--- config.mk ---
export PLATFORM = sky130hd
export DESIGN_NAME = mem_seq_ctrl_flat
export DESIGN_NICKNAME = d
export VERILOG_FILES = /design/src/rtl/mem_seq_ctrl_if.sv /design/src/rtl/mem_seq_ctrl.sv /design/src/flat_wrapper.sv
export SDC_FILE = /design/constraint.sdc
export NUM_CORES = 1
export LEC_CHECK = 0
export CAP_MARGIN = 5
export CELL_PAD_IN_SITES_DETAIL_PLACEMENT = 0
export CELL_PAD_IN_SITES_GLOBAL_PLACEMENT = 1
export CORE_UTILIZATION = 47
export CTS_BUF_LIST = sky130_fd_sc_hd__clkbuf_16
export DETAILED_ROUTE_END_ITERATION = 10
export GPL_TIMING_DRIVEN = 0
export PLACE_DENSITY = 0.93
export SYNTH_ARGS = -nofsm -noshare
export SYNTH_HDL_FRONTEND = slang
export SYNTH_SLANG_ARGS = --single-unit
--- constraint.sdc ---
create_clock -name sysclk -period 4.5 [get_ports sysclk]
set_clock_uncertainty 0.1 [all_clocks]
set_input_delay 0.9 -clock sysclk [delete_from_list [all_inputs] [get_ports sysclk]]
set_output_delay 0.9 -clock sysclk [all_outputs]
set_load 0.02 [all_outputs]
--- src/rtl/mem_seq_ctrl_if.sv ---
// Control and RAM-side signals of the memory exercise sequencer.
// master is the sequencer's view; slave is the board/RAM side.
interface mem_seq_ctrl_if #(
  parameter int AW = 4,
  parameter int DW = 4
);
  logic          start;
  logic          abort;
  logic [1:0]    mode;
  logic [DW-1:0] rd_data;
  logic          we;
  logic          re;
  logic [AW-1:0] addr;
  logic [DW-1:0] wdata;
  logic          busy;
  logic          done;
  logic          err;
  logic [AW:0]   err_cnt;

  modport master (
    input  start, abort, mode, rd_data,
    output we, re, addr, wdata, busy, done, err, err_cnt
  );

  modport slave (
    output start, abort, mode, rd_data,
    input  we, re, addr, wdata, busy, done, err, err_cnt
  );
endinterface

--- src/rtl/mem_seq_ctrl.sv ---
// Writes a mode-selected pattern over DEPTH words (one word per tick), then reads
// every word back and counts mismatches into a sticky err flag and err_cnt.
module mem_seq_ctrl #(
  parameter int AW    = 4,
  parameter int DW    = 4,
  parameter int DEPTH = 16,
  parameter int TICK  = 49_999_999,
  parameter int TW    = 26
) (
  input  logic           sysclk,
  input  logic           rst_n,
  mem_seq_ctrl_if.master bus
);
  typedef enum logic [2:0] {IDLE, WAIT_W, WRITE, WAIT_R, READ, CHECK, DONE} stateT;

  localparam logic [AW-1:0] LAST_ADDR = AW'(DEPTH - 1);
  localparam logic [TW-1:0] TICK_END  = TW'(TICK);

  stateT         state;
  logic [TW-1:0] tickCnt;
  logic [1:0]    modeLat;
  logic          tickHit;
  logic          lastAddr;

  function automatic logic [DW-1:0] pattern(input logic [1:0] m, input logic [AW-1:0] a);
    logic [DW-1:0] p;
    case (m)
      2'd0:    p = DW'(a) + DW'(1);
      2'd1:    p = DW'(1) << (int'(a) % DW);
      2'd2:    p = DW'(~a);
      default: p = '1;
    endcase
    return p;
  endfunction

  assign tickHit  = (tickCnt == TICK_END);
  assign lastAddr = (bus.addr == LAST_ADDR);

  always_ff @(posedge sysclk or negedge rst_n) begin
    if (!rst_n) begin
      state       <= IDLE;
      tickCnt     <= '0;
      modeLat     <= '0;
      bus.we      <= 1'b0;
      bus.re      <= 1'b0;
      bus.addr    <= '0;
      bus.wdata   <= '0;
      bus.busy    <= 1'b0;
      bus.done    <= 1'b0;
      bus.err     <= 1'b0;
      bus.err_cnt <= '0;
    end else begin
      bus.we   <= 1'b0;
      bus.re   <= 1'b0;
      bus.done <= 1'b0;
      // Abort wins over everything, including a start in the same cycle.
      if (bus.abort && state != IDLE) begin
        state     <= IDLE;
        tickCnt   <= '0;
        bus.addr  <= '0;
        bus.wdata <= '0;
        bus.busy  <= 1'b0;
      end else begin
        case (state)
          IDLE: begin
            if (bus.start && !bus.abort) begin
              state       <= WAIT_W;
              tickCnt     <= '0;
              modeLat     <= bus.mode;
              bus.addr    <= '0;
              bus.wdata   <= pattern(bus.mode, '0);
              bus.err     <= 1'b0;
              bus.err_cnt <= '0;
              bus.busy    <= 1'b1;
            end
          end
          WAIT_W: begin
            if (tickHit) begin
              state   <= WRITE;
              tickCnt <= '0;
              bus.we  <= 1'b1;
            end else begin
              tickCnt <= tickCnt + TW'(1);
            end
          end
          WRITE: begin
            if (lastAddr) begin
              state     <= WAIT_R;
              bus.addr  <= '0;
              bus.wdata <= '0;
            end else begin
              state     <= WAIT_W;
              bus.addr  <= bus.addr + AW'(1);
              bus.wdata <= pattern(modeLat, bus.addr + AW'(1));
            end
          end
          WAIT_R: begin
            if (tickHit) begin
              state   <= READ;
              tickCnt <= '0;
              bus.re  <= 1'b1;
            end else begin
              tickCnt <= tickCnt + TW'(1);
            end
          end
          READ: state <= CHECK;
          CHECK: begin
            // RAM read latency is one cycle, so rd_data belongs to the READ just issued.
            if (bus.rd_data != pattern(modeLat, bus.addr)) begin
              bus.err     <= 1'b1;
              bus.err_cnt <= bus.err_cnt + (AW+1)'(1);
            end
            if (lastAddr) begin
              state <= DONE;
            end else begin
              state    <= WAIT_R;
              bus.addr <= bus.addr + AW'(1);
            end
          end
          DONE: begin
            state     <= IDLE;
            bus.done  <= 1'b1;
            bus.busy  <= 1'b0;
            bus.addr  <= '0;
            bus.wdata <= '0;
          end
          default: state <= IDLE;
        endcase
      end
    end
  end

  a_we_re_excl: assert property (@(posedge sysclk) disable iff (!rst_n) !(bus.we && bus.re));
  a_done_idle:  assert property (@(posedge sysclk) disable iff (!rst_n) bus.done |-> !bus.busy);
endmodule
--- src/flat_wrapper.sv ---
// flat-port wrapper written by rule: the top's interface ports become plain ports
module mem_seq_ctrl_flat 
#(
  parameter int AW    = 4,
  parameter int DW    = 4,
  parameter int DEPTH = 16,
  parameter int TICK  = 49_999_999,
  parameter int TW    = 26
)
  (sysclk, rst_n, bus_start, bus_abort, bus_mode, bus_rd_data, bus_we, bus_re, bus_addr, bus_wdata, bus_busy, bus_done, bus_err, bus_err_cnt);
  mem_seq_ctrl_if #(.AW(AW), .DW(DW)) bus_i ();
  input  logic sysclk;
  input  logic rst_n;
  input wire logic [$bits(bus_i.start)-1:0] bus_start;
  input wire logic [$bits(bus_i.abort)-1:0] bus_abort;
  input wire logic [$bits(bus_i.mode)-1:0] bus_mode;
  input wire logic [$bits(bus_i.rd_data)-1:0] bus_rd_data;
  output wire logic [$bits(bus_i.we)-1:0] bus_we;
  output wire logic [$bits(bus_i.re)-1:0] bus_re;
  output wire logic [$bits(bus_i.addr)-1:0] bus_addr;
  output wire logic [$bits(bus_i.wdata)-1:0] bus_wdata;
  output wire logic [$bits(bus_i.busy)-1:0] bus_busy;
  output wire logic [$bits(bus_i.done)-1:0] bus_done;
  output wire logic [$bits(bus_i.err)-1:0] bus_err;
  output wire logic [$bits(bus_i.err_cnt)-1:0] bus_err_cnt;
  assign bus_i.start = bus_start;
  assign bus_i.abort = bus_abort;
  assign bus_i.mode = bus_mode;
  assign bus_i.rd_data = bus_rd_data;
  assign bus_we = bus_i.we;
  assign bus_re = bus_i.re;
  assign bus_addr = bus_i.addr;
  assign bus_wdata = bus_i.wdata;
  assign bus_busy = bus_i.busy;
  assign bus_done = bus_i.done;
  assign bus_err = bus_i.err;
  assign bus_err_cnt = bus_i.err_cnt;
  mem_seq_ctrl #(.AW(AW), .DW(DW), .DEPTH(DEPTH), .TICK(TICK), .TW(TW)) u_core (.sysclk(sysclk), .rst_n(rst_n), .bus(bus_i));
endmodule
# [Word-level counts from Yosys, hierarchy flattened]
# Cells that the tools add are included.
[totals] register_bits=49 latch_bits=0 ram_bits=0 romBits=0 inputBits=10 output_inout_bits=18 mem_count=0
[op_classes] addsub=4 n_mul=0 n_div=0 n_lt_le_gt_ge=0 n_eq_ne=18 shift=2 muxes=41 bitwise=3 reduce_logical=21
[op_table] op="$mux W26" n=3
[op_table] op="$pmux W26 S2" n=1
[op_table] op="$mux W4" n=10
[op_table] op="$pmux W4 S3" n=3
[op_table] op="$add A26 B1 Y26 const B" n=1
[op_table] op="$eq A26 B26 Y1 const B" n=1
[op_table] op="$pmux W3 S6" n=1
[op_table] op="$pmux W4 S4" n=1
[op_table] op="$mux W3" n=5
[op_table] op="$mux W1" n=11
[op_table] op="$mux W5" n=2
[op_table] op="$pmux W5 S2" n=1
[op_table] op="$eq A3 B3 Y1 const B" n=3
[op_table] op="$ne A3 B1 Y1 const B" n=3
[op_table] op="$reduce_and A3 Y1" n=3
[op_table] op="$reduce_bool A3 Y1" n=3
[op_table] op="$add A4 B1 Y4 const B" n=2
[op_table] op="$not A4 Y4" n=2
[op_table] op="$shl A1 B2 Y4 const A" n=2
[op_table] op="$eq A3 B2 Y1 const B" n=2
[op_table] op="$reduce_and A2 Y1" n=3
[op_table] op="$add A5 B1 Y5 const B" n=1
[op_table] op="$reduce_bool A5 Y1" n=1
[op_table] op="$eq A2 B1 Y1 const B" n=2
[op_table] op="17 further kinds" n=22

# [Longest topological paths before layout]
# Gate-level depths: netlist of the first run.
[depth] depth_word=7 depth_mapped=9 depth_no_buf=8

# [Least setup slack after synthesis of the first run]
# No wires, ideal clock.
[synth_path] path_type="register to register" start="register u_core.bus.addr[0]" end="register u_core.bus.err" setup_time_ns=0.125 arrival_ns=2.350 required_ns=4.275 path_slack_ns=1.925 stages_incl_launch_ff=9 path_buffers=0 synth_period_minus_slack_ns=2.575 path_cell_list="dfrtp_1 > inv_1 > ha_1 > mux2_1 > o21ai_1 > xor2_1 > nand4_2 > o21bai_4 > mux2_4"
[synth_between] elab_chain_cells=7 word_cells_on_any_way=9 cone_classes="1 x add/sub; 2 x eq/ne; 1 x shift; 3 x mux; 1 x bitwise; 1 x reduce/logical"
[synth_lines] element="start, declared" line_no="mem_seq_ctrl_if.sv:22" source="output we, re, addr, wdata, busy, done, err, err_cnt"
[synth_lines] element="start signal, assigned" line_no="mem_seq_ctrl.sv:93" source="bus.addr <= bus.addr + AW'(1);"
[synth_lines] element="start signal, assigned" line_no="mem_seq_ctrl.sv:117" source="bus.addr <= bus.addr + AW'(1);"
[synth_lines] element="$add A4 B1 Y4 (tied with other cells)" line_no="mem_seq_ctrl.sv:28" source="2'd0: p = DW'(a) + DW'(1);"
[synth_lines] element="$pmux W4 S3 (*)" line_no="mem_seq_ctrl.sv:27" source="case (m)"
[synth_lines] element="$mux W4 (*)" line_no="mem_seq_ctrl.sv:64" source="case (state)"
[synth_lines] element="$mux W4 (*)" line_no="mem_seq_ctrl.sv:57" source="if (bus.abort && state != IDLE) begin"
[synth_lines] element="$ne A4 B4 Y1 (*)" line_no="mem_seq_ctrl.sv:109" source="if (bus.rd_data != pattern(modeLat, bus.addr)) begin"
[synth_lines] element="$ne A2 B1 Y1 (no source line) (*)"
[synth_lines] element="$reduce_and A4 Y1 (no source line) (*)"
[synth_lines] element="end signal, assigned" line_no="mem_seq_ctrl.sv:50" source="bus.err <= 1'b0;"
[synth_lines] element="end signal, assigned" line_no="mem_seq_ctrl.sv:72" source="bus.err <= 1'b0;"
[synth_lines] element="end signal, assigned" line_no="mem_seq_ctrl.sv:110" source="bus.err <= 1'b1;"
[synth_lines] element="end, declared" line_no="mem_seq_ctrl_if.sv:22"
# Every way passes the cells marked *; elsewhere a longest branch is shown, timed or not. The select of a mux whose other input is x is not followed.
# A chain may end at the register's enable or synchronous reset.

# [Final worst setup path of the first run]
[layout_path] start="input port bus_start" end="register u_core.tickCnt[2]"
[layout_between] elab_chain_cells=3
[layout_lines] element="start, declared" line_no="flat_wrapper.sv:14" source="input wire logic [$bits(bus_i.start)-1:0] bus_start;"
[layout_lines] element="$logic_and A1 B1 Y1" line_no="mem_seq_ctrl.sv:66" source="if (bus.start && !bus.abort) begin"
[layout_lines] element="$ne A3 B1 Y1 (no source line)"
[layout_lines] element="$reduce_and A2 Y1 (no source line)"
[layout_lines] element="end signal, assigned" line_no="mem_seq_ctrl.sv:83" source="tickCnt <= tickCnt + TW'(1);"
[layout_lines] element="end signal, assigned" line_no="mem_seq_ctrl.sv:103" source="tickCnt <= tickCnt + TW'(1);"
[layout_lines] element="end, declared" line_no="mem_seq_ctrl.sv:20" source="logic [TW-1:0] tickCnt;"
# No other way between the ends.

==> reports/metrics.csv, run 1 <==
metric;value;unit
required;4560;ps
io_pins;28;
met3_length;250;um
htreeDepth;2;
dpl.hpwl;4830;um
drive_gt1_share;9.33;%
n_fill_cell;542;
syn_to_final_growth;17.1;%
critPathLaunchType;input port;
drtPass1Iterations;6;
netlist_area;0.00298;sq mm
top_layer;met4;
die_w;81.7;um
cts_hold_buffers;0;
avgSynthCellArea;8.74;sq um
clockBufferDepth;2;
reg2reg_from;u_core.bus.addr[0];
place.port_buffers;27;
grt_usage;22.7;%
r2r_slack;1770;ps
cts_setup_buffers;0;
clock_latency;280;ps
yosys-top-cells-area;dfrtp_1, nor2_1, nand2_1, o21ai_0, a21oi_1;
grt_pass1_vias;2476;
yosysWarnings;0;
hp-class;input port to async pin;
switching_power;0.275;mW
wl_met1;3340;um
p_leak;1.40;nW
core_area;0.00603;sq mm
outcome;completed;
rsz0062_at_grt;false;
antenna_found_initial;0;
worst_r2r_endpoint;u_core.bus.err;
cp_max_fo;10;
power.density;289;mW/mm^2
ir_worst_vdd;0.158;mV
cts_sinks;49;
worstRegToRegCells;8;
synth-seq-cells;49;
power_frac_seq;46.5;%
slew_headroom;57.5;%
period_minus_slack;2990;ps
critPathMaxStageDelay;620;ps
post-route-period-util;66.4;%
routedWlPerCell;15.1;um
arrival;3050;ps
crit_type;input port to flop;
pwr-share-comb;18.8;%
ant_nets;0;
synth_cells;341;
avgViaCountPerCell;5.91;
vias;2660;
synth_top_cell_area_share;41.1;%
fmax;335;MHz
seq_area_frac_synth;41.1;%
yosysTopAreaCell;dfrtp_1;
cts.clk_slew.worst_paths;60;ps
drc_errors;0;
cts_root_buf;clkbuf_16;
p_int;0.732;mW
dr_wl_met2;3110;um
drt_iter0_drc;124;
setup_viol;0;
seqCellArea;0.00123;sq mm
grt_overflow;0;
slew_viol_final;0;
grt_pass1_wl;11600;um
grt_max_degree;38;
dieArea;0.00667;sq mm
tightest_slew;635;ps
fp-row-count;28;
postSynth.asyncResetShare;100;%
finalHoldViolCount;0;
timing.setup.tns;0;ps
worst_slack;1510;ps
final_util;57.9;%
gp_congestion;0.783;
cts_tree;built;
start_util;49.5;%
cts_made_buffers;5;
synth_nets;358;
clock_power_share;34.7;%
slowest_stage;clkdlybuf4s50_1;
yosys_most_used_dff;dfrtp_1;
post-place-ws;1240;ps
cts_resized;0;
drv_cap;0;
finalWirelength;6780;um
antennaDiodeCount;0;
crit_top_cell;o21ai_0;
swShare;27.3;%
endpoint_kind;flop;
synth_edf_count;0;
multi_input_area;0.00165;sq mm
crit_chain;clkdlybuf4s50_1, or3b_1, a21oi_1, or2_1, clkbuf_1, buf_2, o21ai_0, nand2_1, o21ai_0;
ys_types;63;
final_nets;393;
die_y;81.7;um
[registers in the layout, indices dropped and copies added (netlist names)]
signal,cells
u_core.bus.busy,1
u_core.bus.re,1
u_core.tickCnt,26
u_core.bus.wdata,4
u_core.bus.err,1
u_core.bus.addr,4
u_core.bus.done,1
u_core.bus.we,1
u_core.bus.err_cnt,5
u_core.modeLat,2
u_core.state,3
[placed cells by master, fill, tap and decap left out, types with 3 or more instances in the layout]
master	instances
o21ai_1	4
clkbuf_1	6
nand2_1	36
o21ai_0	27
nor3_1	11
buf_2	7
clkdlybuf4s50_1	26
o22ai_1	3
or3_1	6
a31oi_1	13
inv_1	9
xor2_1	6
o31ai_1	3
a22o_1	5
o2bb2ai_1	3
and2_1	3
a21oi_1	19
nor4b_1	3
ha_1	7
dfrtp_1	49
and3_1	3
nand4_1	11
xnor2_1	5
nand3_1	15
clkbuf_16	5
nor2_1	40
[power by group through the flow]
stage	logic [mW]	clock network, mW	registers [mW]
floorplan	0.118	0	0.484
global placement	0.186	0	0.476
detailed placement	0.190	0	0.476
CTS	0.190	0.359	0.468
global route	0.209	0.374	0.471
finish	0.189	0.349	0.468
[worst max-delay path, delay by kind of cell]
family,cells,cell delay [ps]
compound gates,3,470
buf+inv,3,1090
simple gates,3,580
[how the worst max path moves through the flow]
stage / startpoint / to / slack [ps] / cells after the start
final: bus_start / u_core.tickCnt[2] / 1510 / 9
after global placement: rst_n / u_core.tickCnt[11] / 930 / 1
after floorplan: u_core.bus.addr[0] / u_core.bus.err / 1920 / 8
after detailed placement: bus_start / u_core.tickCnt[11] / 1240 / 8
after global routing: bus_start / u_core.tickCnt[2] / 1370 / 9
after CTS: bus_start / u_core.tickCnt[2] / 1540 / 9
[cells in the mapped netlist (2+ instances only)]
cell        n
and2_1      3
mux2_4      2
nand4_2     2
nor3_1     11
or2_2       2
nor4b_1     3
a21oi_1    19
and3_1      3
xnor2_1     5
dfrtp_1    49
ha_1        7
buf_2       6
o31a_1      2
nand2b_1    2
or3_1       6
inv_1       9
o2bb2ai_1   3
a31oi_1    13
o22ai_1     3
a22o_1      5
nand2_1    36
o31ai_1     3
o21ai_1     4
nor2_1     40
o21ai_0    27
nor2b_1     2
nand3b_1    2
nand3_1    15
xor2_1      6
nand4_1    11
buf_4       2
mux2i_1     2
clkbuf_1    6
[cell type report]
class	count	share of cell area [%]
tap	75	2.69
inverter	10	1.08
sequential	49	35.1
multi-input combinational	268	47.3
timing repair buffer	28	8.17
clock buffer	5	3.58
clock inverter	1	0.143
buffer	14	1.94
[through the flow]
| step | power, mW | instance area [sq um] | std cells | hold slack (ps) |
|---|---|---|---|---|
| 6_report | 1.01 | 3490 | 450 | 406 |
| 2_1_floorplan | 0.602 | 2980 | 341 | 363 |
| 4_1_cts | 1.02 | 3490 | 450 | 405 |
| 3_3_place_gp | 0.662 | 3350 | 443 | 388 |
| 5_1_grt | 1.05 | 3490 | 450 | 425 |
| 3_5_place_dp | 0.666 | 3360 | 444 | 397 |
[per-layer routing]
layer / up-vias / GRT usage [%]
met2: 57 / 35.9
met1: 1282 / 31.4
met4: 0 / 7.54
met3: 7 / 4.00
met5: - / 0
li1: 1314 / -
[kinds of logic after synthesis]
family	after synthesis	synth area share [%]
XOR/XNOR	12	3.78
AND/OR/NAND/NOR	150	25.9
buffers and inverters	24	3.52
AO/OA/AOI/OAI	93	20.4
flip-flops	49	41.1
multiplexers	6	2.43
adder cells (fa/ha/maj)	7	2.94
(Power assumes the default switching activity.)
==> run 2, diff against run 1 <==
--- a/config.mk
+++ b/config.mk
@@ -8,11 +8,11 @@
 export CAP_MARGIN = 5
 export CELL_PAD_IN_SITES_DETAIL_PLACEMENT = 0
 export CELL_PAD_IN_SITES_GLOBAL_PLACEMENT = 1
-export CORE_UTILIZATION = 47
+export CORE_UTILIZATION = 40
 export CTS_BUF_LIST = sky130_fd_sc_hd__clkbuf_16
 export DETAILED_ROUTE_END_ITERATION = 10
 export GPL_TIMING_DRIVEN = 0
-export PLACE_DENSITY = 0.93
+export PLACE_DENSITY = 0.85
 export SYNTH_ARGS = -nofsm -noshare
 export SYNTH_HDL_FRONTEND = slang
 export SYNTH_SLANG_ARGS = --single-unit
==> constraint.sdc (replaced) <==
create_clock -name sysclk -period 2.6 [get_ports sysclk]
set_clock_uncertainty 0.1 [all_clocks]
set_input_delay 0.52 -clock sysclk [delete_from_list [all_inputs] [get_ports sysclk]]
set_output_delay 0.52 -clock sysclk [all_outputs]
set_load 0.02 [all_outputs]
==> run 2 against run 1 <==
Compared with the run above:
- total power grew 74%
- highest routed layer unchanged
- worst setup slack lost 1400 ps
- register-to-register slack lost 1700 ps
- combinational power grew 78%
- flip-flop and latch count is the same
- worst hold slack lost 280 ps
- wire length grew 6.3%
- critical path depth shrank 1
- first-iteration DRC count grew 27%
- die area grew 17%
==> reports/metrics.csv, run 2 (synthesis results as in run 1) <==
metric;value;unit;change
outcome;completed;;
die_y;88.3;um;+8.2%
routedWlPerCell;15.0;um;-0.72%
critPathLaunchType;flop;;
antennaDiodeCount;0;;unchanged
die_w;88.3;um;+8.2%
power_frac_seq;46.3;%;-0.2 points
io_pins;28;;unchanged
pwr-share-comb;19.2;%;+0.4 points
largest_reg_flops;26;;unchanged
grt_usage;20.0;%;-2.7 points
htreeDepth;2;;unchanged
ir_worst_vdd;0.308;mV;+95%
reg_top3;u_core.tickCnt: 26 flops, u_core.bus.err_cnt: 5 flops;;
grt_pass1_vias;2541;;+2.6%
place_area;0.00339;sq mm;+0.89%
dieArea;0.00780;sq mm;+17%
slowest_stage;dfrtp_2;;
gp_congestion;0.752;;-3.9%
drv_cap;0;;unchanged
crit_chain;inv_1, ha_4, mux2_1, o21ai_1, xor2_1, nand4_2, o21bai_4, mux2_4;;
dpl.hpwl;5110;um;+5.9%
endpoint_kind;flop;;
antenna_found_initial;0;;unchanged
n_fill_cell;724;;+34%
clockBufferDepth;2;;unchanged
switching_power;0.482;mW;+75%
ant_nets;0;;unchanged
cp_max_fo;6;;-4
drive_gt1_share;12.8;%;+3.5 points
arrival;2570;ps;-480 ps
fp-row-count;31;;+11%
cts_tree;built;;
drt_iter0_drc;157;;+27%
syn_to_final_growth;21.4;%;
cts_hold_buffers;0;;unchanged
worst_slack;97.9;ps;-1410 ps
clock_power_share;34.4;%;-0.3 points
cts_root_buf;clkbuf_16;;
place.port_buffers;27;;unchanged
critPathMaxStageDelay;440;ps;-180 ps
slew_viol_final;0;;unchanged
fmax;400;MHz;
period_minus_slack;2500;ps;
setup_viol;0;;unchanged
cts_made_buffers;5;;unchanged
p_int;1.27;mW;+74%
avgViaCountPerCell;5.54;;-6.3%
clock_latency;280;ps;about the same
layout_common_cells;dfrtp_1, nor2_1, nand2_1;;
vias;2669;;+0.34%
start_util;41.3;%;-8.2 points
final_cell_area;0.00362;sq mm;+3.7%
drtPass1Iterations;4;;-2
core_area;0.00721;sq mm;+20%
final_nets;401;;+2.0%
swShare;27.5;%;+0.13 points
p_leak;1.46;nW;+4.4%
tightest_slew;617;ps;-18.5 ps
final_util;50.2;%;-7.8 points
grt_overflow;0;;unchanged
post-route-period-util;96.2;%;
finalWirelength;7210;um;+6.3%
crit_type;flop to flop;;
top_register;u_core.tickCnt;;
grt_pass1_wl;12200;um;+4.9%
power.density;484;mW/mm^2;+68%
cts.clk_slew.worst_paths;60;ps;about the same
hp-class;input port to async pin;;
slew_headroom;58.5;%;+1.0 points
cts_sinks;49;;unchanged
required;2660;ps;-1900 ps
post-place-ws;-278;ps;-1520 ps
drc_errors;0;;unchanged
grt_max_degree;28;;-26%
mostFrequentLayoutCell;dfrtp_1;;
timing.setup.tns;0;ps;unchanged
finalHoldViolCount;0;;unchanged
## run 2: cell count changes in the layout (fill, tap and decap cells not counted), moves of 2 or more
| cell | previous run | this run |
|---|---|---|
| buf_2 | 7 | 5 |
| buf_4 | 2 | 11 |
| clkdlybuf4s50_1 | 26 | 24 |
| dfrtp_1 | 49 | 47 |
| dfrtp_2 | 0 | 2 |
| dlymetal6s2s_1 | 0 | 2 |
## run 2: final timing paths
path	startpoint	end	slack [ps]	cells past startpoint
hold reg to reg	u_core.bus.err_cnt[4]	u_core.bus.err_cnt[4]	410	1
setup / recovery	u_core.bus.addr[0]	u_core.bus.err_cnt[0]	100	8
min in group sysclk	u_core.bus.err_cnt[4]	u_core.bus.err_cnt[4]	410	1
setup reg to reg	u_core.bus.addr[0]	u_core.bus.err_cnt[0]	100	8
hold / removal	rst_n	u_core.bus.err_cnt[4]	130	1
max in group asynchronous	rst_n	u_core.tickCnt[13]	1730	2
## run 2: metal layers
metal | global-route usage (%) | up-vias | wire [um]
met4 | 3.52 | 0 | 41
met2 | 34.1 | 52 | 3510
met3 | 3.08 | 4 | 245
met1 | 27.1 | 1282 | 3410
li1 | - | 1331 | -
met5 | 0 | - | 0
## run 2: critical path, delay by kind of cell, from the launching register on
family | cells | cell delay [ps]
AO/OA/AOI/OAI | 2 | 390
multiplexers | 2 | 600
XOR/XNOR | 1 | 220
AND/OR/NAND/NOR | 1 | 200
adder cells (fa/ha/maj) | 1 | 240
flip-flops | 1 | 440
buffers and inverters | 1 | 180
## run 2: layout make-up
type	count	area [sq um]	share of cell area, %
Inverter	10	37.5	1.04
Tap cell	99	124	3.42
Clock inverter	1	5.00	0.138
Timing Repair Buffer	36	350	9.68
Buffer	14	72.6	2.00
Sequential cell	49	1230	33.9
Clock buffer	5	125	3.46
Multi-Input combinational cell	268	1680	46.3
## run 2: power by group through the flow
stage	clock network, mW	logic (mW)	registers, mW
6_report	0.604	0.337	0.813
5_1_grt	0.657	0.371	0.817
4_1_cts	0.623	0.335	0.812
3_5_place_dp	0	0.331	0.826
3_3_place_gp	0	0.323	0.825
2_1_floorplan	0	0.204	0.838
## run 2: metrics by stage
stage          cells  hold WS [ps]  total power [mW]
2_1_floorplan    341           124              1.04
3_3_place_gp     467           384              1.15
3_5_place_dp     468           397              1.16
4_1_cts          476           148              1.77
5_1_grt          482           160              1.85
6_report         482           131              1.75
## run 2: repair_timing
action	in CTS	in global routing
resized for setup	2	9
setup endpoints to repair	3	24
pin swaps	1	3
cloned	0	0
buffers inserted	2	6
==> run 3, diff against run 2 <==
--- a/config.mk
+++ b/config.mk
@@ -13,6 +13,7 @@
 export DETAILED_ROUTE_END_ITERATION = 10
 export GPL_TIMING_DRIVEN = 0
 export PLACE_DENSITY = 0.85
+export SETUP_SLACK_MARGIN = 0.4
 export SYNTH_ARGS = -nofsm -noshare
 export SYNTH_HDL_FRONTEND = slang
 export SYNTH_SLANG_ARGS = --single-unit
==> run 3 against run 2 <==
Compared with the run above:
- core utilization is 3.9 points higher
- clock-buffer cell count is the same
- flip-flop and latch count unchanged
- first-iteration DRC count grew 39%
- worst setup slack improved by 210 ps
- critical path depth unchanged
==> reports/metrics.csv, run 3 (synthesis results as in run 1) <==
metric;value;unit;change
outcome;completed;;
post-place-ws;-299;ps;-21.0 ps
routedWlPerCell;14.9;um;-0.77%
fmax;436;MHz;+9.0%
ir_worst_vdd;0.229;mV;-26%
gp_congestion;0.774;;+2.9%
critPathLaunchType;flop;;
core_area;0.00721;sq mm;unchanged
slew_viol_final;0;;unchanged
grt_max_degree;32;;+14%
ant_nets;0;;unchanged
hp-class;input port to async pin;;
clockBufferDepth;2;;unchanged
rsz0062_at_grt;true;;
grt_use_met2;34.3;%;+0.21 points
grt_pass1_vias;2642;;+4.0%
syn_to_final_growth;30.8;%;
die_y;88.3;um;unchanged
antennaDiodeCount;0;;unchanged
grt_usage;20.5;%;+0.51 points
n_fill_cell;674;;-6.9%
mostFrequentLayoutCell;dfrtp_1;;
cts_root_buf;clkbuf_16;;
cp_max_fo;6;;unchanged
arrival;2370;ps;-200 ps
start_util;41.3;%;unchanged
setup_viol;0;;unchanged
holdWs;85.6;ps;-45.2 ps
slew_headroom;49.5;%;-9.0 points
drt_iter0_drc;218;;+39%
cts_hold_buffers;0;;unchanged
p_leak;1.57;nW;+7.2%
largest_reg_flops;26;;unchanged
drive_gt1_share;20.1;%;+7.3 points
cts_tree;built;;
worst_slack;305;ps;+207 ps
layout_common_cells;dfrtp_1, nor2_1, nand2_1;;
endpoint_kind;flop;;
post-route-period-util;88.3;%;-8.0 points
dieArea;0.00780;sq mm;unchanged
top_register;u_core.tickCnt;;
grt_overflow;0;;unchanged
cts_made_buffers;5;;unchanged
drv_cap;0;;unchanged
vias;2779;;+4.1%
period_minus_slack;2300;ps;-207 ps
finalHoldViolCount;0;;unchanged
fp-row-count;31;;unchanged
cts.clk_slew.worst_paths;70;ps;about the same
dpl.hpwl;5030;um;-1.7%
place.port_buffers;27;;unchanged
drtPass1Iterations;4;;unchanged
avgViaCountPerCell;5.58;;+0.78%
clock_latency;280;ps;about the same
tightest_slew;755;ps;+138 ps
htreeDepth;2;;unchanged
finalPower;1.92;mW;+9.4%
grt_pass1_wl;12600;um;+3.2%
use_met3;2.80;%;-0.28 points
finalWirelength;7400;um;+2.5%
place_inst;468;;unchanged
antenna_found_initial;0;;unchanged
io_pins;28;;unchanged
power.density;492;mW/mm^2;+1.6%
met1_usage;28.2;%;+1.1 points
drc_errors;0;;unchanged
grt_busiest_layer;met2;;
timing.setup.tns;0;ps;unchanged
layout.cells.non_filler;498;;+3.3%
crit_type;flop to flop;;
reg_top3;u_core.tickCnt: 26 flops, u_core.bus.err_cnt: 5 flops;;
final_nets;415;;+3.5%
required;2670;ps;about the same
cts_sinks;49;;unchanged
die_w;88.3;um;unchanged
==> run 3: power by group <==
part,internal (mW),switching (mW),total [mW]
Combinational,0.166,0.216,0.382
Clock,0.450,0.272,0.722
Sequential,0.789,0.0247,0.814
Total,1.41,0.513,1.92
==> run 3: final cells by class <==
cell class | instances | area (sq um) | area share [%]
well taps | 99 | 124 | 3.18
flip-flops and latches | 49 | 1230 | 31.5
clock inverters | 3 | 41.3 | 1.06
inverters | 10 | 37.5 | 0.963
repair buffers | 50 | 452 | 11.6
multi-input cells | 268 | 1800 | 46.2
plain buffers | 14 | 88.8 | 2.28
clock buffers | 5 | 125 | 3.21
==> run 3: worst paths after layout <==
path	cells past startpoint	end	start	slack, ps
hold reg to reg	1	u_core.tickCnt[4]	u_core.tickCnt[4]	400
setup reg to reg	8	u_core.bus.err	u_core.bus.addr[0]	300
hold / removal	1	u_core.tickCnt[17]	rst_n	90
min in group sysclk	1	u_core.tickCnt[4]	u_core.tickCnt[4]	400
max in group asynchronous	2	u_core.bus.addr[1]	rst_n	1770
setup / recovery	8	u_core.bus.err	u_core.bus.addr[0]	300
==> run 3: timing repair <==
action,4_1_cts,5_1_grt
buffers inserted,9,12
endpoints found under the setup margin,33,36
resized for setup,15,19
gates cloned,0,1
pin swaps,7,6
==> run 3: stage by stage <==
step	utilization (%)	instance area [sq um]
floorplan	-	3030
finish	54.0	3900
global route	54.0	3900
CTS	51.5	3720
global placement	47.4	3420
detailed placement	47.6	3440
==> run 3: worst max-delay path, cell delays in order, from the launching register on <==
cell and delay (ps):
dfrtp_2 460, inv_2 100, ha_4 200, mux2_4 270
o21ai_2 120, xor2_1 200, nand4_2 170, o21bai_4 240
mux2_4 320
==> run 3: routing by layer <==
| metal | wire, um | up-vias |
|---|---|---|
| li1 | - | 1363 |
| met1 | 3450 | 1347 |
| met2 | 3580 | 63 |
| met3 | 300 | 6 |
| met4 | 63 | 0 |
| met5 | 0 | - |
